## src/rtl/gray_pkg.sv

```systemverilog
// Shared constants, state encoding and luma helper for the gray conversion blocks.
package gray_pkg;

    localparam int R_COEFF = 30;
    localparam int G_COEFF = 59;
    localparam int B_COEFF = 11;
    localparam int SHIFT   = 7;
    localparam int SUM_W   = 15;   // 255*(30+59+11) = 25500 fits in 15 bits

    typedef enum logic [1:0] {
        IDLE  = 2'd0,
        RUN   = 2'd1,
        DRAIN = 2'd2,
        DONE  = 2'd3
    } state_t;

    // Weighted sum then shift; the top coefficient sum keeps the result <= 199.
    function automatic logic [7:0] luma(input logic [7:0] r,
                                        input logic [7:0] g,
                                        input logic [7:0] b);
        logic [SUM_W-1:0] sum;
        sum = SUM_W'(R_COEFF) * SUM_W'(r)
            + SUM_W'(G_COEFF) * SUM_W'(g)
            + SUM_W'(B_COEFF) * SUM_W'(b);
        return 8'(sum >> SHIFT);
    endfunction

endpackage

```

## src/rtl/rgb_to_gray_pipe.sv

```systemverilog
// One registered stage of RGB-to-luma conversion with a valid and a last sideband.
module rgb_to_gray_pipe
    import gray_pkg::*;
(
    input  logic       clk,
    input  logic       rstn,
    input  logic       flush,
    input  logic       in_valid,
    input  logic       in_last,
    input  logic [7:0] in_r,
    input  logic [7:0] in_g,
    input  logic [7:0] in_b,
    output logic       out_valid,
    output logic       out_last,
    output logic [7:0] out_gray
);

    // Register the luma result; flush drops whatever is entering the stage.
    always_ff @(posedge clk or negedge rstn) begin
        if (!rstn) begin
            out_valid <= 1'b0;
            out_last  <= 1'b0;
            out_gray  <= '0;
        end else begin
            out_valid <= in_valid & ~flush;
            out_last  <= in_last;
            out_gray  <= luma(in_r, in_g, in_b);
        end
    end

endmodule

```

## src/rtl/gray_frame_ctrl.sv

```systemverilog
// Frame sequencer: issues ROM reads under a credit limit, converts returns to
// gray and delivers them through a small first-word-fall-through FIFO.
module gray_frame_ctrl
    import gray_pkg::*;
#(
    parameter int H          = 391,
    parameter int W          = 317,
    parameter int ROM_LAT    = 1,
    parameter int FIFO_DEPTH = 4,
    parameter int ADDR_W     = 32
) (
    input  logic              clk,
    input  logic              rstn,
    input  logic              start,
    input  logic              abort,
    output logic              rom_en,
    output logic [ADDR_W-1:0] rom_addr,
    input  logic [7:0]        rgb_red,
    input  logic [7:0]        rgb_green,
    input  logic [7:0]        rgb_blue,
    output logic              pix_valid,
    output logic [7:0]        pix_data,
    output logic              pix_last,
    input  logic              pix_ready,
    output logic              busy,
    output logic              done
);

    localparam int N      = H * W;
    localparam int CNT_W  = $clog2(N + 1);
    localparam int PTR_W  = $clog2(FIFO_DEPTH);
    localparam int OUT_W  = $clog2(FIFO_DEPTH + ROM_LAT + 2);
    localparam logic [ADDR_W-1:0] LAST_ADDR = ADDR_W'(N - 1);
    localparam logic [CNT_W-1:0]  LAST_IDX  = CNT_W'(N - 1);

    state_t                          state, state_nxt;
    logic [ROM_LAT-1:0]              vld_pipe;
    logic [CNT_W-1:0]                ret_idx;
    logic                            gp_vld, gp_last;
    logic [7:0]                      gp_gray;
    logic [FIFO_DEPTH-1:0][8:0]      fifo_mem;
    logic [PTR_W-1:0]                wr_ptr, rd_ptr;
    logic [PTR_W:0]                  fifo_cnt;
    logic [OUT_W-1:0]                outstanding;
    logic                            issue, frame_start, fifo_empty;
    logic                            pop, fifo_push, fifo_pop;
    logic [8:0]                      head;

    assign frame_start = (state == IDLE || state == DONE) & start & ~abort;
    assign fifo_empty  = (fifo_cnt == '0);

    // Reads not yet accepted downstream: ROM pipe, luma stage and FIFO.
    always_comb begin
        outstanding = OUT_W'(fifo_cnt) + OUT_W'(gp_vld);
        for (int i = 0; i < ROM_LAT; i++)
            outstanding = outstanding + OUT_W'(vld_pipe[i]);
    end

    assign issue = (state == RUN) && (outstanding < OUT_W'(FIFO_DEPTH));

    // The luma stage output bypasses an empty FIFO so the first pixel appears
    // ROM_LAT+1 cycles after its read; otherwise the oldest entry is shown.
    assign head      = fifo_empty ? {gp_last, gp_gray} : fifo_mem[rd_ptr];
    assign pix_valid = gp_vld | ~fifo_empty;
    assign pix_data  = head[7:0];
    assign pix_last  = pix_valid & head[8];
    assign pop       = pix_valid & pix_ready;
    assign fifo_push = gp_vld & ~(pop & fifo_empty);
    assign fifo_pop  = pop & ~fifo_empty;

    // State register.
    always_ff @(posedge clk or negedge rstn) begin
        if (!rstn) state <= IDLE;
        else       state <= state_nxt;
    end

    // Next-state logic; abort overrides everything.
    always_comb begin
        state_nxt = state;
        if (abort) begin
            state_nxt = IDLE;
        end else begin
            case (state)
                IDLE, DONE: if (start)                          state_nxt = RUN;
                RUN:        if (issue && rom_addr == LAST_ADDR) state_nxt = DRAIN;
                DRAIN:      if (pop && pix_last)                state_nxt = DONE;
                default:                                        state_nxt = IDLE;
            endcase
        end
    end

    // Status and read strobe decoded from state.
    always_comb begin
        busy   = (state == RUN) || (state == DRAIN);
        done   = (state == DONE);
        rom_en = issue;
    end

    // Read address: restarts at zero each frame, parks on the last pixel.
    always_ff @(posedge clk or negedge rstn) begin
        if (!rstn)                                rom_addr <= '0;
        else if (abort || frame_start)            rom_addr <= '0;
        else if (issue && rom_addr != LAST_ADDR)  rom_addr <= rom_addr + ADDR_W'(1);
    end

    // In-flight read tracker, one bit per cycle of ROM latency.
    always_ff @(posedge clk or negedge rstn) begin
        if (!rstn) begin
            vld_pipe <= '0;
        end else if (abort) begin
            vld_pipe <= '0;
        end else begin
            vld_pipe[0] <= issue;
            for (int i = 1; i < ROM_LAT; i++)
                vld_pipe[i] <= vld_pipe[i-1];
        end
    end

    // Index of the next returning pixel, used to tag the frame-end pixel.
    always_ff @(posedge clk or negedge rstn) begin
        if (!rstn)                      ret_idx <= '0;
        else if (abort || frame_start)  ret_idx <= '0;
        else if (vld_pipe[ROM_LAT-1])   ret_idx <= ret_idx + CNT_W'(1);
    end

    rgb_to_gray_pipe u_luma (
        .clk       (clk),
        .rstn      (rstn),
        .flush     (abort),
        .in_valid  (vld_pipe[ROM_LAT-1]),
        .in_last   (ret_idx == LAST_IDX),
        .in_r      (rgb_red),
        .in_g      (rgb_green),
        .in_b      (rgb_blue),
        .out_valid (gp_vld),
        .out_last  (gp_last),
        .out_gray  (gp_gray)
    );

    // FIFO storage; contents are don't-care until written.
    always_ff @(posedge clk) begin
        if (fifo_push) fifo_mem[wr_ptr] <= {gp_last, gp_gray};
    end

    // FIFO pointers and occupancy; abort flushes.
    always_ff @(posedge clk or negedge rstn) begin
        if (!rstn) begin
            wr_ptr   <= '0;
            rd_ptr   <= '0;
            fifo_cnt <= '0;
        end else if (abort) begin
            wr_ptr   <= '0;
            rd_ptr   <= '0;
            fifo_cnt <= '0;
        end else begin
            if (fifo_push) wr_ptr <= wr_ptr + PTR_W'(1);
            if (fifo_pop)  rd_ptr <= rd_ptr + PTR_W'(1);
            case ({fifo_push, fifo_pop})
                2'b10:   fifo_cnt <= fifo_cnt + 1'b1;
                2'b01:   fifo_cnt <= fifo_cnt - 1'b1;
                default: fifo_cnt <= fifo_cnt;
            endcase
        end
    end

endmodule

```

## config.mk

```make
export PLATFORM = sky130hd
export DESIGN_NAME = gray_frame_ctrl
export DESIGN_NICKNAME = d
export VERILOG_FILES = /design/src/rtl/gray_pkg.sv /design/src/rtl/rgb_to_gray_pipe.sv /design/src/rtl/gray_frame_ctrl.sv
export SDC_FILE = /design/constraint.sdc
export NUM_CORES = 1
export LEC_CHECK = 0
export CORE_UTILIZATION = 40
export CTS_CLUSTER_DIAMETER = 200
export DETAILED_ROUTE_END_ITERATION = 6
export GPL_TIMING_DRIVEN = 1
export REMOVE_ABC_BUFFERS = 1
export SLEW_MARGIN = 10
export SYNTH_ARGS = -nofsm -noshare
export SYNTH_HDL_FRONTEND = slang
export SYNTH_HIERARCHICAL = 1
export SYNTH_SLANG_ARGS = --single-unit
```

## constraint.sdc

```tcl
create_clock -name clk -period 2.62 [get_ports clk]
set_clock_uncertainty 0.1 [all_clocks]
set_input_delay 0.262 -clock clk [delete_from_list [all_inputs] [get_ports clk]]
set_output_delay 0.262 -clock clk [all_outputs]
set_load 0.005 [all_outputs]
```

After elaboration in Yosys (flattened, before gate mapping)
Index checks and enable logic that the tools add are counted.
Widths: inputs -> output; s select.
Word-level totals
  flip-flop bits (word level): 105
  word-level logic and storage cells: 93
Cells by class
  add/sub/neg operators: 10
  $mul: 3
  order comparisons: 4
  equality and inequality tests: 11
  mux-type cells: 22
  bitwise logic cells: 12
  reductions and logical operators: 17
Operators with widths (count)
  $mux 32: 2
  $bwmux 36: 1
  $mux 17: 2
  $add 32x1->32 const B: 1
  $eq 32x17->1 const B: 1
  $ne 32x17->1 const B: 1
  $mux 9: 3
  $mul 4x8->12 const A: 2
  $bmux 9 s2: 1
  $demux 9 s2: 1
  $add 17x1->17 const B: 1
  $eq 17x17->1 const B: 1
  $mux 2: 8
  $add 13x14->15: 1
  $add 15x12->15: 1
  $mul 6x8->14 const A: 1
  $and 1x1->1: 8
  $reduce_bool 2->1: 4
  $add 3x1->3: 2
  $eq 2x2->1 const B: 3
  $lt 2x3->1 const B: 2
  $ne 3x3->1 const B: 2
  $pmux 2 s3: 1
  $pmux 3 s2: 1
  other kinds (18): 28

Logic depth before layout (Yosys ltp)
Gate-level depths: netlist of the first run.
  depth after elaboration: 10
  depth in mapped cells: 21
  depth with buffers taken out: 21

Cells and area by module
Netlist of the first run, hierarchy kept.
By module, submodules not included
  gray_frame_ctrl: times used 1, cells each 418, area each 4872.2 sq um
  rgb_to_gray_pipe: times used 1, cells each 289, area each 3046.7 sq um

Worst setup path after synthesis of the first run
No wires, ideal clock.
  kind: input-to-reg
  from: input port rgb_red[3]
  to: register u_luma.out_gray[6]
  library setup time: 80 ps
  arrival: 4947 ps
  data required time: 2440 ps
  slack: -2507 ps
  stages on the path: 21
  path buffers: 0
  path through: inv_1 > fa_1 > fa_1 > inv_1 > ha_1 > a21o_1 > a21oi_1 > o21bai_1 > a21oi_1 > xnor2_1 > ha_1 > inv_1 > fa_1 > fa_1 > inv_1 > ha_1 > and3_1 > a221oi_1 > o21ai_1 > a21oi_1 > xnor2_1
Between the ends
  cells in the longest elaborated chain, start to end: 3
Ends and longest elaborated chain
  start: declaration: line gray_frame_ctrl.sv:18  | input logic [7:0] rgb_red,
  $mul 4x8->12: line gray_pkg.sv:22  | sum = SUM_W'(R_COEFF) * SUM_W'(r)
  $add 13x14->15: line gray_pkg.sv:23  | + SUM_W'(G_COEFF) * SUM_W'(g)
  $add 15x12->15: line gray_pkg.sv:24  | + SUM_W'(B_COEFF) * SUM_W'(b);
  end signal: assignment: line rgb_to_gray_pipe.sv:27  | out_gray <= luma(in_r, in_g, in_b);
  end: declaration: line rgb_to_gray_pipe.sv:15  | output logic [7:0] out_gray
No other way between the ends.
A chain may end at the register's enable or synchronous reset.

Worst setup path after layout of the first run
  from: input port rgb_red[2]
  to: register u_luma.out_gray[7]
The elaborated chain is that of the path after synthesis.

==> flow_metrics.py, run 1 <==
metrics = {
    "die": {
        "core_um2": 19460,
        "rows": 51,
        "die_h_um": 142.7,
        "die_w_um": 142.7,
        "io-pin-count": 74,
        "start_util": 0.4069,
        "design.die.area_um2": 20360,
    },
    "timing": {
        "holdWs_ns": 0.3467,
        "worst_pin_slew_ns": 0.6713,
        "hold_viol_final": 0,
        "period_minus_slack_ns": 4.861,
        "period_share": 1.856,
        "max_freq_mhz": 205.7,
        "relSlewSlack": 0.5524,
        "final-setup-viol-count": 8,
        "worst_slack_ns": -2.241,
        "finalMaxSlewViolations": 0,
        "rsz0062_at_grt": "yes",
    },
    "worst_setup_path": {
        "setup.worst_path.start_class": "input port",
        "reg2reg_depth": 6,
        "max_stage_delay_ns": 0.57,
        "cpMostUsedCell": "fa_1",
        "cp_slowest_cell": "fa_1",
        "cp.buffers_inverters": 4,
        "reg2reg_slack_ns": 0.20,
        "crit_family": "adder cells",
        "cp-end-kind": "register",
        "timing.rr.end": "state[0]",
        "crit_required_ns": 2.79,
        "worstPathMaxFanout": 3,
        "worstPathArrival_ns": 5.04,
        "r2r_start": "rom_addr[29]",
        "critical_path_class": "in2reg",
        "crit_chain": "buf_8 > fa_1 > fa_1 > fa_2 > a21o_1 > a21oi_2 > buf_4 > xnor2_4 > fa_1 > inv_1 > fa_1 > inv_2 > fa_2 > ha_4 > and3_4 > o2111ai_2 > or2_0 > a31oi_1 > xnor2_1",
    },
    "place": {
        "place_area_um2": 9505,
        "gp_congestion": 0.8060,
        "numPortBuffers": 73,
        "dp_cells": 1106,
        "dp_hpwl_um": 13520,
    },
    "detailed_routing": {
        "wl_per_cell_um": 15.59,
        "final_antenna_net_count": 0,
        "drtPass1Iterations": 4,
        "drc": 0,
        "drt_iter0_markers": 184,
        "totalWireLength_um": 17700,
        "via_per_inst": 5.119,
        "num_vias": 5810,
    },
    "outcome": {
        "violations": "negative setup slack",
        "status": "complete, but fails checks",
    },
    "synth": {
        "yosysSeqAreaShare": 0.3546,
        "syn_avg_cell_area_um2": 11.20,
        "yosysUniqueCellTypes": 72,
        "yosysTopAreaCell": "dfrtp_1",
        "synthArstFlopShare": 0.6571,
        "yosysTopAreaCellShare": 0.2180,
        "synthFlopType": "dfrtp_1",
        "synth_area_um2": 7919,
        "synthCells": 707,
        "ys_ff_latch": 105,
        "synth_enable_flop_cells": 36,
        "synth_area_leaders": "dfrtp_1, fa_1, edfxtp_1, ha_1, inv_1",
        "ys_warn_count": 6,
    },
    "layout": {
        "layout_commonest_cell": "inv_1",
        "final_cells": 1135,
        "mostFrequentLayoutCells": "inv_1, buf_4, dfrtp_1",
        "drive_gt1_frac": 0.2230,
        "fin_util": 0.5260,
        "finalNetCount": 1031,
        "area_delta_synth_final_pct": 29.28,
        "final_area_um2": 10240,
        "antennaDiodeCount": 0,
    },
    "clock_network": {
        "htreeDepth": 3,
        "cts.clk_slew.worst_paths_ns": 0.07,
        "cts_buffers": 9,
        "cts_tree": "yes",
        "clock_path_buffers": 2,
        "cts-root-buf": "clkbuf_16",
        "insertion_delay_ns": 0.36,
        "cts.sinks": 105,
    },
    "pwr": {
        "p_leak_nw": 4.436,
        "power_density_nw_per_um2": 1192,
        "vdd_drop_max_uv": 1434,
        "finalPower_w": 0.01221,
    },
    "global_route": {
        "grt_max_degree": 41,
        "grt_pass1_wl_um": 29540,
        "overflow": 0,
        "grt_pass1_vias": 6030,
        "track_usage": 0.1850,
        "antenna_found_initial": 0,
    },
    "hold_path": {
        "hold_class": "in2async",
    },
    "job": {
        "cap_violations": 0,
    },
}
[metrics by stage]
| stage | setup TNS [ns] | worst slack, ns |
|---|---|---|
| global placement | -24.12 | -3.120 |
| finish | -16.78 | -2.241 |
| floorplan | -18.45 | -2.507 |
| CTS | -16.44 | -2.230 |
| detailed placement | -25.23 | -3.186 |
| global route | -17.91 | -2.361 |
[cell type report]
cell class	instances	area, µm²
Fill cell	1689	9225
Multi-Input combinational cell	473	4862
Sequential cell	105	2809
Timing Repair Buffer	167	1486
Inverter	109	409.1
Tap cell	265	331.6
Clock buffer	12	267.8
Clock inverter	4	71.32
[timing repair]
action | CTS | global route
setup endpoints to repair | 16 | 16
pin swaps | 54 | 13
gates resized for setup | 77 | 9
endpoints found under the hold margin | 21 | 0
hold buffers | 1 | 0
setup buffers | 9 | 3
gates cloned | 0 | 0
[metal layers]
metal | wire length [µm] | track usage
met1 | 7836 | 0.2423
met2 | 8965 | 0.3158
met3 | 641 | 0.03018
met4 | 252 | 0.05263
met5 | 0 | 0
[power breakdown]
group          internal (W)  switching, W
clock network      0.000921      0.000600
logic               0.00454       0.00399
registers           0.00199      0.000163
total               0.00746       0.00475
[Yosys cell counts (9+ instances only)]
master	instances
inv_1	108
ha_1	73
dfrtp_1	69
fa_1	64
edfxtp_1	36
a21oi_1	35
nor2_1	34
nand2_1	25
xnor2_1	21
xor2_1	16
o21ai_0	15
nand4_1	14
or4_1	13
nand3_1	12
or3_1	12
o31ai_1	11
clkbuf_1	10
mux2_2	9
mux4_2	9
[kinds of logic after synthesis]
| kind of cell | Yosys count | share of synthesized area |
|---|---|---|
| compound gates | 113 | 0.09702 |
| xor+xnor | 37 | 0.04092 |
| fa+ha+maj | 137 | 0.2771 |
| buf+inv | 129 | 0.06699 |
| flops | 105 | 0.3546 |
| simple gates | 165 | 0.1212 |
| mux | 21 | 0.04219 |
[worst max path at each step]
| stage | from | end | slack [ns] | depth (start not counted) |
|---|---|---|---|---|
| global route | rgb_red[2] | u_luma/out_gray[7] | -2.36 | 19 |
| detailed placement | rgb_red[0] | u_luma/out_gray[6] | -3.19 | 20 |
| global placement | rgb_red[1] | u_luma/out_gray[6] | -3.12 | 22 |
| floorplan | rgb_red[3] | u_luma/out_gray[6] | -2.51 | 21 |
| finish | rgb_red[2] | u_luma/out_gray[7] | -2.24 | 19 |
| CTS | rgb_red[2] | u_luma/out_gray[7] | -2.23 | 19 |
[flip-flops by register name, indices dropped and copies added, names as in the netlist]
name and count:
ret_idx 17, rom_addr 32, fifo_cnt 3, fifo_mem 36, rd_ptr 2, wr_ptr 2
vld_pipe 1, state 2, u_luma/out_valid 1, u_luma/out_gray 8, u_luma/out_last 1
Note: power is estimated with default switching activity, not from simulation.
==> inputs of run 2 (changes only) <==
--- a/config.mk
+++ b/config.mk
@@ -5,11 +5,12 @@
 export SDC_FILE = /design/constraint.sdc
 export NUM_CORES = 1
 export LEC_CHECK = 0
-export CORE_UTILIZATION = 40
+export CORE_UTILIZATION = 35
 export CTS_CLUSTER_DIAMETER = 200
 export DETAILED_ROUTE_END_ITERATION = 6
 export GPL_TIMING_DRIVEN = 1
 export REMOVE_ABC_BUFFERS = 1
+export SKIP_CTS_REPAIR_TIMING = 1
 export SLEW_MARGIN = 10
 export SYNTH_ARGS = -nofsm -noshare
 export SYNTH_HDL_FRONTEND = slang
==> run 2 against run 1 <==
  * The flow finishes with violations (design-rule violations, negative setup slack)
  * Sequential power hardly changed
  * Highest routed layer unchanged
  * Power increased by 0.74%
  * Maximum frequency decreased by 1.7%
==> flow_metrics.py, run 2 (synthesized netlist as in run 1, its figures left out) <==
metrics = {
    "timing": {
        "holdWs_ns": 0.3469,
        "finalMaxSlewViolations": 0,
        "final-setup-viol-count": 8,
        "max_freq_mhz": 202.3,
        "setup_tns_ns": -17.08,
        "rsz0062_at_grt": "yes",
        "relSlewSlack": 0.5676,
        "worst_pin_slew_ns": 0.6485,
        "period_share": 1.887,
        "worst_slack_ns": -2.324,
        "hold_viol_final": 0,
        "period_minus_slack_ns": 4.944,
    },
    "die": {
        "core_um2": 22030,
        "rows": 54,
        "io-pin-count": 74,
        "design.die.area_um2": 23230,
        "die_w_um": 152.4,
        "die_h_um": 152.4,
        "start_util": 0.3595,
    },
    "detailed_routing": {
        "drtPass1Iterations": 7,
        "drc": 4,
        "wl_per_cell_um": 14.37,
        "drt_iter0_markers": 232,
        "totalWireLength_um": 16570,
        "num_vias": 5705,
        "via_per_inst": 4.948,
        "final_antenna_net_count": 0,
    },
    "clock_network": {
        "clock_path_buffers": 2,
        "cts_buffers": 9,
        "cts.clk_slew.worst_paths_ns": 0.07,
        "cts-root-buf": "clkbuf_16",
        "cts_tree": "yes",
        "insertion_delay_ns": 0.35,
        "cts.sinks": 105,
        "htreeDepth": 3,
    },
    "global_route": {
        "grt_pass1_wl_um": 27660,
        "grt_pass1_vias": 5694,
        "track_usage": 0.1451,
        "grt_util_met2": 0.2486,
        "busiest_layer": "met2",
        "grt_max_degree": 41,
        "antenna_found_initial": 0,
        "overflow": 0,
        "gr-usage-met3": 0.01792,
        "global_route.usage.met1": 0.1940,
    },
    "pwr": {
        "vdd_drop_max_uv": 1128,
        "power_density_nw_per_um2": 1202,
        "seq_power_share": 0.175,
        "p_comb_frac": 0.720,
        "p_int_w": 0.007427,
        "clock_power_share": 0.106,
        "finalPower_w": 0.01230,
        "p_sw_w": 0.004869,
        "p_leak_nw": 4.447,
        "sw_frac_of_total": 0.3960,
    },
    "layout": {
        "antennaDiodeCount": 0,
        "regMostFlops": "fifo_mem",
        "fillers": 2036,
        "layout_commonest_cell": "inv_1",
        "drive_gt1_frac": 0.2314,
        "final_area_um2": 10230,
        "mostFrequentLayoutCells": "inv_1, buf_4, dfrtp_1",
        "finalNetCount": 1034,
        "final_cells": 1153,
        "area_delta_synth_final_pct": 29.15,
        "reg_top3": "fifo_mem: 36 flops, rom_addr: 32 flops, ret_idx: 17 flops",
        "largest_reg_flops": 36,
    },
    "place": {
        "dp_cells": 1128,
        "place_area_um2": 9559,
        "gp_congestion": 0.7816,
        "dp_hpwl_um": 12510,
        "numPortBuffers": 73,
    },
    "outcome": {
        "violations": "design-rule violations, negative setup slack",
        "status": "complete, but fails checks",
    },
    "job": {
        "cap_violations": 0,
    },
    "worst_setup_path": {
        "worstPathArrival_ns": 5.12,
        "reg2reg_depth": 6,
        "r2r_start": "rom_addr[4]",
        "worstPathMaxFanout": 3,
        "cp-end-kind": "register",
        "crit_required_ns": 2.79,
        "setup.worst_path.start_class": "input port",
        "startpoint": "rgb_red[2]",
        "critical_path_class": "in2reg",
    },
    "hold_path": {
        "hold_class": "in2async",
    },
}
==> run 2: changes by cell type in the layout (fill, tap and decap cells not counted), sizes merged <==
cell | before | now
clkinv | 2 | 4
clkbuf | 12 | 11
buf | 98 | 99
dlymetal6s2s | 0 | 4
inv | 109 | 112
dlygate4sd2 | 3 | 0
bufinv | 2 | 0
clkdlybuf4s50 | 65 | 64
==> run 2: stage by stage <==
step / utilization / setup slack, ns
floorplan: - / -2.507
global placement: 0.4340 / -3.114
detailed placement: 0.4340 / -3.179
CTS: 0.4469 / -2.828
global route: 0.4643 / -2.477
finish: 0.4643 / -2.324
==> run 2: path summary, 6_finish.rpt <==
kind	to	slack (ns)
min	rd_ptr[0]	0.35
min reg2reg	u_luma/out_last	0.42
max in group asynchronous	ret_idx[4]	1.44
max reg2reg	rom_addr[29]	0.22
min in group clk	u_luma/out_last	0.42
max	u_luma/out_gray[7]	-2.32
==> run 2: routing by layer <==
metal | up-vias | wire length, µm | share of wire
li1 | 2798 | - | -
met4 | 0 | 161 | 0.0097
met1 | 2808 | 7670 | 0.46
met3 | 9 | 484 | 0.029
met2 | 90 | 8257 | 0.50
met5 | - | 0 | 0
==> run 2: worst max-delay path: stages <==
cell and delay [ns]:
buf_8 0.10, fa_1 0.52, fa_1 0.54, fa_2 0.36, a21o_1 0.20, a21oi_2 0.14, buf_4 0.14, xnor2_2 0.07
fa_1 0.58, inv_2 0.05, fa_2 0.54, inv_2 0.04, fa_2 0.45, ha_4 0.28, and3_4 0.18, o2111ai_4 0.09
or2_0 0.25, a31oi_2 0.19, xnor2_1 0.13
==> run 2: power groups by stage <==
stage          clock network, W  registers (W)  logic, W
2_1_floorplan                 0        0.00216   0.00421
3_3_place_gp                  0        0.00217   0.00657
3_5_place_dp                  0        0.00218   0.00669
4_1_cts                 0.00133        0.00214   0.00672
5_1_grt                 0.00139        0.00217   0.00986
6_report                0.00130        0.00215   0.00885
==> run 2: area by class of cell <==
type	instances	area [µm²]	share of cell area
multi-input cells	473	4872	0.4764
flip-flops and latches	105	2808	0.2745
repair buffers	170	1503	0.1469
inverters	109	409.1	0.04000
well taps	280	350.3	0.03425
clock buffers	9	225.2	0.02202
clock inverters	7	60.06	0.005872
==> inputs of run 3 (changes only) <==
--- a/config.mk
+++ b/config.mk
@@ -8,9 +8,11 @@
 export CORE_UTILIZATION = 35
 export CTS_CLUSTER_DIAMETER = 200
 export DETAILED_ROUTE_END_ITERATION = 6
+export GPL_ROUTABILITY_DRIVEN = 0
 export GPL_TIMING_DRIVEN = 1
 export REMOVE_ABC_BUFFERS = 1
 export SKIP_CTS_REPAIR_TIMING = 1
+export SKIP_LAST_GASP = 1
 export SLEW_MARGIN = 10
 export SYNTH_ARGS = -nofsm -noshare
 export SYNTH_HDL_FRONTEND = slang
==> run 3 against run 2 <==
  * Worst hold slack lost 0.0039 ns
  * Cell area is essentially flat
  * Via count grew 0.25%
  * Critical path type unchanged
  * Sequential share of layout area is essentially flat
  * Register-to-register slack lost 0.02 ns
  * Core utilization is essentially flat
  * Largest cell class unchanged
  * Combinational power shrank 0.8%
  * Count of clock-buffer cells in the layout is the same
  * The flow still finishes with violations (design-rule violations, negative setup slack)
  * Flip-flop and latch count is the same
  * Clock power is essentially flat
  * Maximum frequency is essentially flat
  * Sequential power is essentially flat
  * Highest routed layer unchanged
==> flow_metrics.py, run 3 (synthesized netlist as in run 1, its figures left out) <==
metrics = {
    "outcome": {
        "violations": "design-rule violations, negative setup slack",
        "status": "complete, but fails checks",
    },
    "timing": {
        "worst_pin_slew_ns": 0.6568,
        "finalMaxSlewViolations": 0,
        "relSlewSlack": 0.5621,
        "period_share": 1.887,
        "max_freq_mhz": 202.3,
        "worst_slack_ns": -2.324,
        "holdWs_ns": 0.3430,
        "rsz0062_at_grt": "yes",
        "final-setup-viol-count": 8,
        "period_minus_slack_ns": 4.944,
        "hold_viol_final": 0,
    },
    "detailed_routing": {
        "final_antenna_net_count": 0,
        "num_vias": 5719,
        "wl_per_cell_um": 14.35,
        "drt_iter0_markers": 215,
        "drc": 4,
        "via_per_inst": 4.960,
        "drtPass1Iterations": 7,
        "totalWireLength_um": 16540,
    },
    "worst_setup_path": {
        "reg2reg_depth": 6,
        "reg2reg_slack_ns": 0.20,
        "worstPathArrival_ns": 5.12,
        "cp-end-kind": "register",
        "setup.worst_path.start_class": "input port",
        "r2r_start": "rom_addr[4]",
        "timing.rr.end": "rom_addr[29]",
        "worstPathMaxFanout": 3,
        "critical_path_class": "in2reg",
        "worstSetupEndpoint": "u_luma/out_gray[7]",
        "startpoint": "rgb_red[2]",
        "crit_required_ns": 2.79,
    },
    "layout": {
        "area_delta_synth_final_pct": 29.06,
        "largest_reg_flops": 36,
        "layout_commonest_cell": "inv_1",
        "reg_top3": "fifo_mem: 36 flops, rom_addr: 32 flops, ret_idx: 17 flops",
        "mostFrequentLayoutCells": "inv_1, buf_4, dfrtp_1",
        "final_area_um2": 10220,
        "finalNetCount": 1034,
        "fin_util": 0.4640,
        "antennaDiodeCount": 0,
        "regMostFlops": "fifo_mem",
        "final_cells": 1153,
        "drive_gt1_frac": 0.2302,
    },
    "global_route": {
        "grt_pass1_wl_um": 27660,
        "grt_max_degree": 41,
        "track_usage": 0.1451,
        "overflow": 0,
        "grt_pass1_vias": 5694,
        "antenna_found_initial": 0,
    },
    "die": {
        "die_w_um": 152.4,
        "rows": 54,
        "core_um2": 22030,
        "die_h_um": 152.4,
        "design.die.area_um2": 23230,
        "io-pin-count": 74,
        "start_util": 0.3595,
    },
    "place": {
        "numPortBuffers": 73,
        "dp_cells": 1128,
        "place_area_um2": 9559,
        "dp_hpwl_um": 12510,
    },
    "pwr": {
        "p_leak_nw": 4.446,
        "vdd_drop_max_uv": 1128,
        "power_density_nw_per_um2": 1196,
    },
    "clock_network": {
        "insertion_delay_ns": 0.34,
        "cts_buffers": 9,
        "cts_tree": "yes",
        "cts.sinks": 105,
        "clock_path_buffers": 2,
        "cts-root-buf": "clkbuf_16",
        "htreeDepth": 3,
        "cts.clk_slew.worst_paths_ns": 0.07,
    },
    "job": {
        "cap_violations": 0,
    },
    "hold_path": {
        "hold_class": "in2async",
    },
}
## run 3: through the flow
step / total power, W / setup TNS (ns) / worst slack [ns]
after floorplan: 0.006368 / -18.45 / -2.507
after global placement: 0.008738 / -24.14 / -3.114
after detailed placement: 0.008866 / -24.94 / -3.179
after CTS: 0.01020 / -22.02 / -2.828
after global routing: 0.01334 / -18.41 / -2.477
final: 0.01222 / -17.08 / -2.324
## run 3: how the worst min path moves through the flow
stage | startpoint | end | slack, ns | cells past startpoint
floorplan | rstn | fifo_cnt[0] | -0.13 | 0
global placement | rstn | state[0] | 0.20 | 1
detailed placement | rstn | state[0] | 0.21 | 1
CTS | rstn | state[0] | -0.17 | 1
global route | rstn | state[1] | 0.40 | 2
finish | rstn | state[0] | 0.34 | 2
## run 3: worst max-delay path: stages
cell and delay, ns:
buf_8 0.10, fa_1 0.52, fa_1 0.54, fa_2 0.36
a21o_1 0.20, a21oi_2 0.14, buf_4 0.14, xnor2_2 0.07
fa_1 0.58, inv_2 0.05, fa_2 0.54, inv_2 0.04
fa_2 0.45, ha_4 0.28, and3_4 0.18, o2111ai_4 0.09
or2_0 0.25, a31oi_2 0.19, xnor2_1 0.13
## run 3: final cells by class
cell class / instances / area (µm²)
multi-input cells: 473 / 4865
repair buffers: 170 / 1503
flip-flops and latches: 105 / 2808
clock buffers: 9 / 225.2
clock inverters: 7 / 60.06
inverters: 109 / 409.1
fillers: 2038 / 11810
well taps: 280 / 350.3
## run 3: power by group
group | leakage, nW | switching [W] | internal [W]
clock | 0.143 | 0.000634 | 0.000664
sequential | 1.27 | 0.000159 | 0.00199
combinational | 3.03 | 0.00403 | 0.00475
## run 3: routing by layer
metal	track usage	share of wire	vias up
met2	0.2486	0.50	96
met4	0.03896	0.0089	0
li1	-	-	2798
met5	0	0	-
met1	0.1940	0.47	2818
met3	0.01792	0.028	7
